===== src/rtl/simon_player_input.sv =====
// Player-side button front end for Simon: synchronises and debounces four buttons,
// turns a clean one-hot press into the playerNum/playerPressed hold and release strobe.
module simon_player_input #(
    parameter int DEBOUNCE = 3,
    parameter int TIMEOUT  = 300
) (
    input  logic       clk,
    input  logic       reset,
    input  logic [3:0] btn,
    input  logic       simonTurn,
    input  logic       gameOver,
    output logic [1:0] playerNum,
    output logic       playerPressed,
    output logic       pressStrobe,
    output logic       timeout,
    output logic [3:0] led
);

    // state    | meaning
    // IDLE     | not the player's turn, outputs quiet
    // WAIT     | debouncing for a single clean press, idle timer running
    // PRESSED  | press accepted, debouncing the release
    // TIMEDOUT | player took too long, parked until reset
    localparam logic [1:0] IDLE     = 2'd0;
    localparam logic [1:0] WAIT     = 2'd1;
    localparam logic [1:0] PRESSED  = 2'd2;
    localparam logic [1:0] TIMEDOUT = 2'd3;

    localparam logic [3:0] DEB_CNT    = 4'(DEBOUNCE);
    localparam logic [8:0] TOUT_CNT   = 9'(TIMEOUT);
    localparam bit         TIMEOUT_ON = (TIMEOUT > 0);

    logic [1:0] state;
    logic [3:0] btnMeta;
    logic [3:0] btnSync;
    logic [3:0] candidate;
    logic [3:0] stableCnt;
    logic [3:0] releaseCnt;
    logic [8:0] idleCnt;

    logic       enable;
    logic       bsOneHot;
    logic [3:0] stableNext;
    logic [3:0] releaseNext;
    logic [8:0] idleNext;
    logic       pressHit;
    logic       releaseHit;
    logic       timeoutHit;

    function automatic logic [1:0] encode(input logic [3:0] v);
        logic [1:0] idx;
        idx = 2'd0;
        if (v[3])      idx = 2'd3;
        else if (v[2]) idx = 2'd2;
        else if (v[1]) idx = 2'd1;
        return idx;
    endfunction

    always_comb begin
        enable   = !simonTurn && !gameOver;
        bsOneHot = $onehot(btnSync);

        // Any change or non-one-hot pattern restarts the stability count.
        if (bsOneHot && (btnSync == candidate))
            stableNext = (stableCnt == 4'hF) ? stableCnt : stableCnt + 4'd1;
        else
            stableNext = bsOneHot ? 4'd1 : 4'd0;

        releaseNext = (releaseCnt == 4'hF) ? releaseCnt : releaseCnt + 4'd1;
        idleNext    = (idleCnt == 9'h1FF) ? idleCnt : idleCnt + 9'd1;

        pressHit   = bsOneHot && (stableNext >= DEB_CNT);
        releaseHit = (btnSync == 4'd0) && (releaseNext >= DEB_CNT);
        timeoutHit = TIMEOUT_ON && (idleNext >= TOUT_CNT);
    end

    always_ff @(posedge clk) begin
        if (reset) begin
            state         <= IDLE;
            btnMeta       <= 4'd0;
            btnSync       <= 4'd0;
            candidate     <= 4'd0;
            stableCnt     <= 4'd0;
            releaseCnt    <= 4'd0;
            idleCnt       <= 9'd0;
            playerNum     <= 2'd0;
            playerPressed <= 1'b0;
            pressStrobe   <= 1'b0;
            timeout       <= 1'b0;
            led           <= 4'd0;
        end else begin
            btnMeta     <= btn;
            btnSync     <= btnMeta;
            pressStrobe <= 1'b0;

            case (state)
                IDLE: begin
                    playerNum     <= 2'd0;
                    playerPressed <= 1'b0;
                    led           <= 4'd0;
                    if (enable) begin
                        state     <= WAIT;
                        idleCnt   <= 9'd0;
                        stableCnt <= 4'd0;
                        candidate <= 4'd0;
                    end
                end

                WAIT: begin
                    if (!enable) begin
                        state <= IDLE;
                    end else begin
                        idleCnt   <= idleNext;
                        candidate <= btnSync;
                        stableCnt <= stableNext;
                        // A press landing on the timeout edge takes priority.
                        if (pressHit) begin
                            playerNum     <= encode(btnSync);
                            playerPressed <= 1'b1;
                            led           <= btnSync;
                            releaseCnt    <= 4'd0;
                            state         <= PRESSED;
                        end else if (timeoutHit) begin
                            timeout <= 1'b1;
                            state   <= TIMEDOUT;
                        end
                    end
                end

                PRESSED: begin
                    if (!enable) begin
                        playerNum     <= 2'd0;
                        playerPressed <= 1'b0;
                        led           <= 4'd0;
                        state         <= IDLE;
                    end else if (btnSync != 4'd0) begin
                        releaseCnt <= 4'd0;
                    end else begin
                        releaseCnt <= releaseNext;
                        if (releaseHit) begin
                            playerNum     <= 2'd0;
                            playerPressed <= 1'b0;
                            led           <= 4'd0;
                            pressStrobe   <= 1'b1;
                            idleCnt       <= 9'd0;
                            stableCnt     <= 4'd0;
                            candidate     <= 4'd0;
                            state         <= WAIT;
                        end
                    end
                end

                TIMEDOUT: begin
                    playerNum     <= 2'd0;
                    playerPressed <= 1'b0;
                    led           <= 4'd0;
                    timeout       <= 1'b1;
                end

                default: state <= IDLE;
            endcase
        end
    end

endmodule

===== config.mk =====
export PLATFORM = sky130hd
export DESIGN_NAME = simon_player_input
export DESIGN_NICKNAME = d
export VERILOG_FILES = /design/src/rtl/simon_player_input.sv
export SDC_FILE = /design/constraint.sdc
export NUM_CORES = 1
export LEC_CHECK = 0
export ABC_CLOCK_PERIOD_IN_PS = 3000
export CAP_MARGIN = 10
export CORE_UTILIZATION = 45
export DETAILED_ROUTE_END_ITERATION = 8
export GPL_TIMING_DRIVEN = 0
export PLACE_DENSITY = 0.67
export SYNTH_ARGS = -nofsm -noshare
export SYNTH_HDL_FRONTEND = slang
export SYNTH_SLANG_ARGS = --single-unit

===== constraint.sdc =====
create_clock -name clk -period 3 [get_ports clk]
set_input_delay 0.75 -clock clk [delete_from_list [all_inputs] [get_ports clk]]
set_output_delay 0.75 -clock clk [all_outputs]
set_load 0.02 [all_outputs]

**Yosys cells after proc, flatten, opt, wreduce, memory -nomap -nowiden**

Index checks and enable logic that the tools add are counted.
W data, S select, Z words.

- Flip-flop bits (word level): 40
- Bits in latches: 0
- Bits in writable memories: 0
- Memory bits (read-only): 0
- Bits of input ports: 8
- Output and inout port bits: 9
- Word-level logic and storage cells: 117
- Memories kept: 0

- Add/sub/neg operators: 6
- Multiply operators: 0
- Divide/modulo/power cells: 0
- Magnitude comparators: 3
- Eq/ne operators: 19
- Shift operators: 0
- Multiplexer cells: 56
- Bitwise operators: 2
- Reductions and logical operators: 19

Operators with widths:

| operator | number |
|---|---|
| $mux W4 | 16 |
| $mux W9 | 6 |
| $pmux W4 S3 | 3 |
| $mux W2 | 14 |
| $pmux W9 S3 | 1 |
| $ne A2 B2 Y1 const B | 8 |
| $pmux W2 S3 | 2 |
| $reduce_and A4 Y1 | 3 |
| $mux W1 | 11 |
| $add A9 B1 Y9 const B | 1 |
| $eq A9 B9 Y1 const B | 1 |
| $ge A9 B9 Y1 const B | 1 |
| $add A4 B1 Y4 const B | 2 |
| $eq A4 B4 Y1 const B | 2 |
| $ge A4 B2 Y1 const B | 2 |
| $pmux W4 S2 | 1 |
| $ne A3 B3 Y1 const B | 2 |
| $reduce_and A6 Y1 | 1 |
| $reduce_and A5 Y1 | 1 |
| $add A1 B1 Y2 | 2 |
| $eq A2 B2 Y1 const B | 2 |
| $eq A4 B4 Y1 | 1 |
| $logic_and A1 B1 Y1 | 4 |
| $logic_not A4 Y1 | 1 |
| 14 further kinds | 17 |

**Longest topological paths before layout**

- Depth after elaboration: 10
- Depth in mapped cells: 12
- Depth with buffers taken out: 11

**Worst setup path before layout**

OpenSTA, ideal clock, no wires.

- Path kind: flip-flop to flip-flop
- Start point: register btnSync[0]
- End point: register releaseCnt[3]
- Setup time: 0.086 ns
- Arrival: 2.584 ns
- Data required time: 2.914 ns
- Slack: 0.330 ns
- Cell stages (with the launch flop): 13
- Buffers on the path: 1
- Clock period less this slack: 2.670 ns
- Path through: dfxtp_1 inv_1 fa_1 inv_1 ha_1 ha_1 nor2_1 nand2_1 o41ai_1 and2_0 buf_2 a31oi_1 a211oi_1

- Cells in the longest elaborated chain, start to end: 9
- Elaborated cells on any way between the ends: 15
- Those cells by class: 2 x add/sub; 1 x order compare; 3 x eq/ne; 5 x mux; 4 x reduce/logical

Ends and longest elaborated chain:

| item | RTL line | source |
|---|---|---|
| start: declaration | 35 | `logic [3:0] btnSync;` |
| start signal: assignment | 93 | `btnSync <= btnMeta;` |
| $add A1 B1 Y2 (implied by the code) | 61 | `bsOneHot = $onehot(btnSync);` |
| $add A2 B2 Y3 (implied by the code) | 61 |  |
| $eq A3 B1 Y1 | 61 |  |
| $mux W1 or $logic_and A1 B1 Y1 (tied branches) | 67, 64 |  |
| $mux W4 | 64 | `if (bsOneHot && (btnSync == candidate))` |
| $ge A4 B2 Y1 | 72 | `pressHit = bsOneHot && (stableNext >= DEB_CNT);` |
| $logic_and A1 B1 Y1 | 72 |  |
| $ne A2 B2 Y1 (no source line) | -- |  |
| $reduce_and A4 Y1 (no source line) | -- |  |
| end signal: assignment | 139 | `releaseCnt <= releaseNext;` |
| end: declaration | 38 | `logic [3:0] releaseCnt;` |

Parallel ways exist; a longest one is shown, timed or not. The select of a mux whose other input is x is not followed.
A chain may end at the register's enable or synchronous reset.

**Worst setup path after layout**

Ends and elaborated chain as after synthesis.

==> reports/results.txt <==
Max-cap violations: 0
RSZ-0062 raised after global routing: no
Layout net count: 291
Placer Congestion: 0.874
Slowest stage delay, CP: 530 ps
Post-synthesis compound-gate area fraction: 26.4%
CP Cell Sequence: inv_1, fa_1, inv_1, ha_1, ha_1, nor2_2, nand2_2, o41ai_4, and2_0, buf_2, a31oi_1, a211oi_1
Post-synthesis simple-gate area fraction: 22.4%
Ys flop type: dfxtp_1
Run status: finished, final reports clean
Core ar.: 4500 um^2
Crit end category: flip-flop
Ant diodes: 0
Grt total ovfl: 0
Count leader, synth: dfxtp_1
EDFF count, synth: 0
FP Rows: 24
Die Y: 71.7 um
Slew Limit Fails: 0
Seq/Total Area, Yosys: 36.7%
CTS Buffer Depth: 2
Boundary Pins: 17
Cell Area, Synth: 2180 um^2
Area Overhead vs Synth: 16.2%
Antenna violations before repair: 0
Number of port buffers: 16
Die area: 5140 um^2
Final WL: 4.66 mm
Syn Area/Cell: 8.77 um^2
Fin. Hold Viols: 0
Design Area, Final: 2540 um^2
CP max stage cell: fa_1
Tot GR Track Use: 18.9%
Clk sink count: 40
Hold crit path type: reg2reg
Final TNS setup: 0 ps
Distinct cell type count after synthesis: 52
Most frequent cells after synthesis: 40 x dfxtp_1, 20 x a21oi_1, 16 x nor2_1
Critical path type: reg2reg
Tmin final: 2790 ps
Largest net degree at the start of global routing: 13
CTS tree: done
End-of-flow core utilization: 56.4%
WP data arrival: 3000 ps
Share of cells above drive strength 1: 11.4%
Drt pass-1 iters: 4
Worst skew pair latency: 290 ps
Number of remaining DRC errors: 0
Synthesized net count: 268
CTS Buf Count: 5
Largest area contributor in the netlist: dfxtp_1
Total number of vias: 1887
CP Max Fanout: 6
Fin crit share: 93.0%
Synth Area in Adders: 6.64%
Synth top area share: 36.7%
Worst hold margin: 439 ps
CTS root buf: clkbuf_8
Yosys warning count: 0
DP HPWL: 3.36 mm
Vias in the first global route: 1661
Leakage: 0.927 nW
Initial Util: 48.5%
Slew at the pin closest to its max-slew limit: 566 ps
Routed wire per std cell: 14.3 um
Clock H-tree levels: 2
Final ANT Viol Nets: 0
Slew headroom: 62.2%
Post-synthesis xor/xnor area fraction: 2.41%
Die width: 71.7 um
Cell area power density: 417 nW/um^2
Post-synthesis cell count: 249
Vias per cell: 5.81
Dpl cell area: 2410 um^2
Mux cell area share after synthesis: 1.37%
Clock Pin Slew Worst Setup and Hold Paths: 80 ps
Async set-reset flop share out of synthesis: 0%
Startpoint Class: flip-flop
Endpoints failing setup: 0
DRT iter0 DRCs: 146
First-pass GRT wire length: 7.67 mm
#FFs+latches synth: 40
Main combinational cell family by area after synthesis: compound AO/OA/AOI/OAI gates
VDD IR max: 309 uV
Fmax: 359 MHz
Worst Clk Skew: 9.95 ps
Synth area leaders: dfxtp_1 37%, ha_1 5.7%, a21oi_1 4.6%, nand3_1 3.4%, nor2b_1 3.4%
Data required, critical path: 3210 ps
-- cell usage in the layout (no fill, tap or decap), types with 6 or more instances in the layout --
cell,netlist,layout
and3_1,6,6
clkbuf_8,0,6
a21oi_1,20,20
nor3_1,9,9
nand3_1,15,15
dfxtp_1,40,37
xnor2_1,6,6
nor2_1,16,15
o21ai_0,9,9
inv_1,9,9
nand2_1,15,14
nor2b_1,12,12
ha_1,10,10
clkdlybuf4s50_1,0,16
buf_2,6,6
-- logic make-up (layout without fill, tap and decap cells) --
logic type      after synthesis  in the layout
compound gates               76             76
xor+xnor                      6              6
fa+ha+maj                    11             11
buf+inv                      21             45
flops                        40             40
mux                           3              3
simple gates                 92             92
-- flip-flops by register name, summed over array words and instances, names as in the netlist --
| name | flops |
|---|---|
| releaseCnt | 4 |
| playerPressed | 1 |
| btnSync | 4 |
| led | 4 |
| state | 2 |
| idleCnt | 9 |
| pressStrobe | 1 |
| stableCnt | 4 |
| timeout | 1 |
| playerNum | 2 |
| candidate | 4 |
| btnMeta | 4 |
-- metrics by stage --
step                      total power, mW  setup WS (ps)  instances
final                                1.06            211        325
after global routing                 1.11           45.1        325
after CTS                            1.07           32.9        325
after detailed placement            0.695          -53.3        317
after global placement              0.695          -30.8        317
after floorplan                     0.658            330        249
-- critical path, delay by kind of cell (launching register included) --
family | cells | cell delay, ps
AOI/OAI and AO/OA | 3 | 660
adders and majority gates | 3 | 980
buffers and inverters | 3 | 290
DFF | 1 | 380
and+or+nand+nor | 3 | 410
-- per-layer routing --
layer,GRT usage [%],up-vias,wire [um]
li1,-,965,-
met1,24.7,868,2170
met2,30.2,44,2210
met3,3.80,10,185
met4,8.06,0,99
met5,0,-,0
-- report_power, final --
part	leakage, nW	internal, mW	total, mW	switching (mW)
logic	0.551	0.0542	0.138	0.0840
clock network	0.0510	0.184	0.368	0.185
registers	0.325	0.542	0.553	0.0107
total	0.927	0.780	1.06	0.279
-- final timing paths --
check             startpoint       endpoint  slack, ps  cells past startpoint
setup / recovery  btnSync[0]  releaseCnt[3]        210                     12
hold reg to reg   btnMeta[1]     btnSync[1]        440                      1
hold / removal    btnMeta[1]     btnSync[1]        440                      1
setup reg to reg  btnSync[0]  releaseCnt[3]        210                     12
-- repair_timing --
action	CTS	global route
resized for setup	1	8
setup buffers	0	0
gates cloned	0	0
setup endpoints to repair	4	14
hold buffers	0	0
-- area by class of cell --
| cell class | instances | area [um^2] |
|---|---|---|
| fillers | 414 | 1970 |
| well taps | 52 | 65.1 |
| plain buffers | 12 | 56.3 |
| flip-flops and latches | 40 | 805 |
| clock buffers | 6 | 82.6 |
| repair buffers | 16 | 160 |
| inverters | 9 | 33.8 |
| clock inverters | 2 | 10.0 |
| multi-input cells | 188 | 1330 |
(Power assumes the default switching activity.)
